<file path="config.mk">
export PLATFORM = sky130hd
export DESIGN_NAME = cntr_fsm_param_flat
export DESIGN_NICKNAME = d
export VERILOG_FILES = /design/src/rtl/cntr_fsm_param_if.sv /design/src/rtl/cntr_fsm_param.sv /design/src/flat_wrapper.sv
export SDC_FILE = /design/constraint.sdc
export NUM_CORES = 1
export LEC_CHECK = 0
export BUFFER_PORTS_ARGS = -buffer_cell sky130_fd_sc_hd__buf_4
export CAP_MARGIN = 20
export CORE_MARGIN = 1.5
export CORE_UTILIZATION = 40
export CTS_BUF_LIST = sky130_fd_sc_hd__clkbuf_2 sky130_fd_sc_hd__clkbuf_4 sky130_fd_sc_hd__clkbuf_8
export CTS_CLUSTER_SIZE = 25
export DETAILED_ROUTE_END_ITERATION = 8
export SYNTH_ARGS = -nofsm -noshare
export SYNTH_HDL_FRONTEND = slang
export SYNTH_SLANG_ARGS = --single-unit
</file>
<file path="constraint.sdc">
create_clock -name clk -period 2.5 [get_ports clk]
set_input_delay 0.25 -clock clk [delete_from_list [all_inputs] [get_ports clk]]
set_output_delay 0.25 -clock clk [all_outputs]
set_load 0.02 [all_outputs]
</file>
<file path="src/rtl/cntr_fsm_param_if.sv">
// Control/data bundle for cntr_fsm_param: command inputs toward the counter, registered results back.
interface cntr_fsm_param_if #(
    parameter int WIDTH  = 8,
    parameter int STEP_W = 4
);
    logic              load;
    logic              en;
    logic              inc;
    logic              sat;
    logic [STEP_W-1:0] step;
    logic [WIDTH-1:0]  d_in;
    logic [WIDTH-1:0]  d_out;
    logic [2:0]        state;
    logic              ovf;
    logic              udf;

    modport master (
        output load, en, inc, sat, step, d_in,
        input  d_out, state, ovf, udf
    );

    modport slave (
        input  load, en, inc, sat, step, d_in,
        output d_out, state, ovf, udf
    );
endinterface

</file>
<file path="src/rtl/cntr_fsm_param.sv">
// Parametrised up/down/load counter with Moore state register and registered ovf/udf pulses.
// Latency: 1 cycle from sampled inputs to d_out/state/flags.
// Backpressure: none; a new command is accepted on every rising edge.
module cntr_fsm_param #(
    parameter int WIDTH  = 8,
    parameter int STEP_W = 4
) (
    input  logic                clk,
    input  logic                reset_n,
    cntr_fsm_param_if.slave     bus
);

    localparam logic [2:0] S_IDLE = 3'b000;
    localparam logic [2:0] S_LOAD = 3'b001;
    localparam logic [2:0] S_INC  = 3'b010;
    localparam logic [2:0] S_DEC  = 3'b011;
    localparam logic [2:0] S_HOLD = 3'b100;

    logic [2:0]       state_q, state_d;
    logic [WIDTH-1:0] cnt_q, cnt_d;
    logic             ovf_q, ovf_d;
    logic             udf_q, udf_d;

    logic [WIDTH:0]   step_x;
    logic [WIDTH:0]   sum;
    logic [WIDTH:0]   diff;

    // One guard bit above the count: sum[WIDTH] marks overflow, diff[WIDTH] marks borrow.
    assign step_x = {{(WIDTH + 1 - STEP_W){1'b0}}, bus.step};
    assign sum    = {1'b0, cnt_q} + step_x;
    assign diff   = {1'b0, cnt_q} - step_x;

    always_comb begin
        state_d = S_IDLE;
        if (state_q > S_HOLD) begin
            state_d = S_IDLE;
        end else begin
            casez ({bus.load, bus.en, bus.inc})
                3'b1??:  state_d = S_LOAD;
                3'b00?:  state_d = S_HOLD;
                3'b011:  state_d = S_INC;
                3'b010:  state_d = S_DEC;
                default: state_d = 3'bxxx;
            endcase
        end
    end

    // Datapath is keyed on the state being entered, so action and state land on the same edge.
    always_comb begin
        cnt_d = cnt_q;
        ovf_d = 1'b0;
        udf_d = 1'b0;
        case (state_d)
            S_LOAD: cnt_d = bus.d_in;
            S_INC: begin
                if (sum[WIDTH]) begin
                    ovf_d = 1'b1;
                    cnt_d = bus.sat ? {WIDTH{1'b1}} : sum[WIDTH-1:0];
                end else begin
                    cnt_d = sum[WIDTH-1:0];
                end
            end
            S_DEC: begin
                if (diff[WIDTH]) begin
                    udf_d = 1'b1;
                    cnt_d = bus.sat ? {WIDTH{1'b0}} : diff[WIDTH-1:0];
                end else begin
                    cnt_d = diff[WIDTH-1:0];
                end
            end
            default: cnt_d = cnt_q;
        endcase
    end

    always_ff @(posedge clk or negedge reset_n) begin
        if (!reset_n) begin
            state_q <= S_IDLE;
            cnt_q   <= '0;
            ovf_q   <= 1'b0;
            udf_q   <= 1'b0;
        end else begin
            state_q <= state_d;
            cnt_q   <= cnt_d;
            ovf_q   <= ovf_d;
            udf_q   <= udf_d;
        end
    end

    assign bus.d_out = cnt_q;
    assign bus.state = state_q;
    assign bus.ovf   = ovf_q;
    assign bus.udf   = udf_q;

endmodule

</file>
<file path="src/flat_wrapper.sv">
// flat-port wrapper written by rule: the top's interface ports become plain ports
module cntr_fsm_param_flat 
#(
    parameter int WIDTH  = 8,
    parameter int STEP_W = 4
)
  (clk, reset_n, bus_load, bus_en, bus_inc, bus_sat, bus_step, bus_d_in, bus_d_out, bus_state, bus_ovf, bus_udf);
  cntr_fsm_param_if #(.WIDTH(WIDTH), .STEP_W(STEP_W)) bus_i ();
  input  logic clk;
  input  logic reset_n;
  input wire logic [$bits(bus_i.load)-1:0] bus_load;
  input wire logic [$bits(bus_i.en)-1:0] bus_en;
  input wire logic [$bits(bus_i.inc)-1:0] bus_inc;
  input wire logic [$bits(bus_i.sat)-1:0] bus_sat;
  input wire logic [$bits(bus_i.step)-1:0] bus_step;
  input wire logic [$bits(bus_i.d_in)-1:0] bus_d_in;
  output wire logic [$bits(bus_i.d_out)-1:0] bus_d_out;
  output wire logic [$bits(bus_i.state)-1:0] bus_state;
  output wire logic [$bits(bus_i.ovf)-1:0] bus_ovf;
  output wire logic [$bits(bus_i.udf)-1:0] bus_udf;
  assign bus_i.load = bus_load;
  assign bus_i.en = bus_en;
  assign bus_i.inc = bus_inc;
  assign bus_i.sat = bus_sat;
  assign bus_i.step = bus_step;
  assign bus_i.d_in = bus_d_in;
  assign bus_d_out = bus_i.d_out;
  assign bus_state = bus_i.state;
  assign bus_ovf = bus_i.ovf;
  assign bus_udf = bus_i.udf;
  cntr_fsm_param #(.WIDTH(WIDTH), .STEP_W(STEP_W)) u_core (.clk(clk), .reset_n(reset_n), .bus(bus_i));
endmodule
</file>
==> results_dict.tcl <==
set metrics [dict create \
    ys_async_sr_fraction_pct 100 \
    min_from "bus_en" \
    max_freq_mhz 433 \
    setup_violations 0 \
    first_iter_violations 31 \
    yosysWarnings 0 \
    drc 1 \
    reg2reg_from "u_core.bus.d_out[0]" \
    vdd_drop_max_mv 0.284 \
    regToRegEndpoint "u_core.bus.d_out[5]" \
    antenna_found_initial 0 \
    grt_pass1_vias 1097 \
    tritoncts "yes" \
    num_antenna_cells 0 \
    p_leak_nw 0.720 \
    area_delta_synth_final_pct 25.8 \
    hp-class "in -> reg" \
    wl_per_cell_um 15.7 \
    grt_pass1_wl_um 5240 \
    fillers 292 \
    place_inst 201 \
    cts_setup_buffers 0 \
    synth-seq-area-share_pct 26.8 \
    start_util_pct 42.9 \
    rsz0062_at_grt "no" \
    synth_ff_type "dfrtp_1" \
    postSynthAreaPerCell_um2 8.62 \
    clock_skew_ns 0.00593 \
    violations "DRC" \
    finalCritPeriodShare_pct 92.3 \
    cp.arrival_ns 2.51 \
    critical_path_class "reg -> reg" \
    placementRows 19 \
    dr.pass1.iters 6 \
    vias 1149 \
    clk_latency_ns 0.29 \
    coreArea_um2 2830 \
    gp_congestion 0.836 \
    synth_edf_count 0 \
    track_usage_pct 20.7 \
    ys_types 48 \
    viasPerCell 5.58 \
    clockRootBuffer "clkbuf_4" \
    min_path_cells 2 \
    rrSetupSlack_ns 0.19 \
    hold_end "u_core.bus.state[2]" \
    final_common_cell "buf_4" \
    utilization_pct 54.0 \
    wl_met2_um 1510 \
    setup_tns_ns 0 \
    overflow 0 \
    path_clk_slew_ns 0.09 \
    hpwl_um 2540 \
    htreeDepth 1 \
    finalWirelength_um 3230 \
    crit_required_ns 2.70 \
    worstSetupEndpointType "flip-flop" \
    finalHoldViolations 0 \
    synth.cell_area_um2 1210 \
    startpoint_type "flip-flop" \
    ff2ff_path_depth 8 \
    path_max_fanout 7 \
    postSynthNetCount 170 \
    antenna_left 0 \
    wl_met3_um 185 \
    cts_buffers 3 \
    io_pins 31 \
    tightest_slew_ns 0.632 \
    min_period_ns 2.31 \
    powerDensity_nw_per_um2 562 \
    fp.dieW_um 58.1 \
    syn_inst 141 \
    clockBufferDepth 2 \
    layout_common_cells "buf_4, dfrtp_1, inv_1, o21ai_0, nor2_1" \
    die_y_um 58.1 \
    maxSlewHeadroom_pct 57.7 \
    io_buffers 30 \
    ys_ff_latch 13 \
    whs_ns 0.154 \
    final_cell_count_no_fill 206 \
    p_total_w 0.000859 \
    wl_met1_um 1490 \
    max_cap_violations 0 \
    nets 205 \
    drive_gt1_share_pct 28.0 \
    drv_slew 0 \
    highest_layer "met4" \
    grt_max_degree 16 \
    clock_sinks 13 \
    outcome "finished with violations" \
    dieArea_um2 3380 \
]
-- flip-flops by register name (all words and copies together), names as in the netlist --
signal,count
u_core.bus.d_out,8
u_core.bus.state,3
u_core.bus.ovf,1
u_core.bus.udf,1
-- layer usage --
layer	up-vias	GRT usage, %
met3	5	2.01
met2	39	33.6
li1	588	-
met5	-	0
met4	0	6.98
met1	517	28.7
-- logic make-up after synthesis --
group / synth area share (%)
and+or+nand+nor: 24.1
DFF: 26.8
adders and majority gates: 12.6
buffers and inverters: 5.97
muxes: 0.824
xor gates and xnor gates: 2.16
AOI/OAI and AO/OA: 27.6
-- synthesized netlist by cell type (2+ instances only) --
| master | n | area (µm²) |
|---|---|---|
| dfrtp_1 | 13 | 325 |
| inv_1 | 11 | 41.3 |
| nor2_1 | 11 | 41.3 |
| o21ai_0 | 11 | 55.1 |
| ha_1 | 9 | 113 |
| nand2_1 | 9 | 33.8 |
| a21oi_1 | 8 | 40.0 |
| nor3_1 | 7 | 35.0 |
| nand2b_1 | 5 | 31.3 |
| nor2b_1 | 4 | 25.0 |
| a211oi_1 | 3 | 22.5 |
| a221oi_1 | 3 | 26.3 |
| buf_4 | 3 | 22.5 |
| nand3_1 | 3 | 15.0 |
| a21o_1 | 2 | 15.0 |
| a31oi_1 | 2 | 12.5 |
| and3_1 | 2 | 12.5 |
| fa_1 | 2 | 40.0 |
| nand4_1 | 2 | 12.5 |
| o21ai_1 | 2 | 10.0 |
| xnor2_1 | 2 | 17.5 |
-- area by class of cell --
class | count | area (µm²) | share of cell area, %
multi-input combinational | 112 | 828 | 54.2
sequential | 13 | 325 | 21.3
timing repair buffer | 35 | 265 | 17.3
inverter | 11 | 41.3 | 2.70
tap | 31 | 38.8 | 2.54
clock buffer | 4 | 30.0 | 1.96
-- timing repair --
action / 4_1_cts / 5_1_grt
hold buffers: 1 / 0
endpoints found under the setup margin: 0 / 5
endpoints found under the hold margin: 13 / 0
resized for setup: 0 / 1
-- stage by stage --
step | setup WS (ns) | area [µm²]
after global placement | 0.244 | 1480
after CTS | 0.120 | 1520
after global routing | 0.00486 | 1530
after detailed placement | 0.159 | 1480
after floorplan | 0.199 | 1210
final | 0.193 | 1530
-- worst max-delay path by stage --
stage	start	end	slack, ns
2_1_floorplan	u_core.bus.d_out[0]	u_core.bus.d_out[0]	0.20
3_3_place_gp	u_core.bus.d_out[0]	u_core.bus.d_out[5]	0.24
3_5_place_dp	u_core.bus.d_out[0]	u_core.bus.d_out[5]	0.16
4_1_cts	u_core.bus.d_out[0]	u_core.bus.d_out[5]	0.12
5_1_grt	u_core.bus.d_out[0]	u_core.bus.d_out[5]	0.005
6_report	u_core.bus.d_out[0]	u_core.bus.d_out[5]	0.19
-- where the power goes --
group	switching, W	internal (W)
Combinational	0.000230	0.000185
Sequential	0.0000512	0.000237
Clock	0.0000830	0.0000730
-- critical path, cell delays in order (launching register included) --
cell,delay (ns)
dfrtp_1,0.41
inv_1,0.08
ha_1,0.21
fa_1,0.40
nor2b_1,0.13
o21ai_1,0.19
a311oi_4,0.45
a21oi_1,0.11
o32ai_1,0.23
Power figures use the tool's default switching activity.
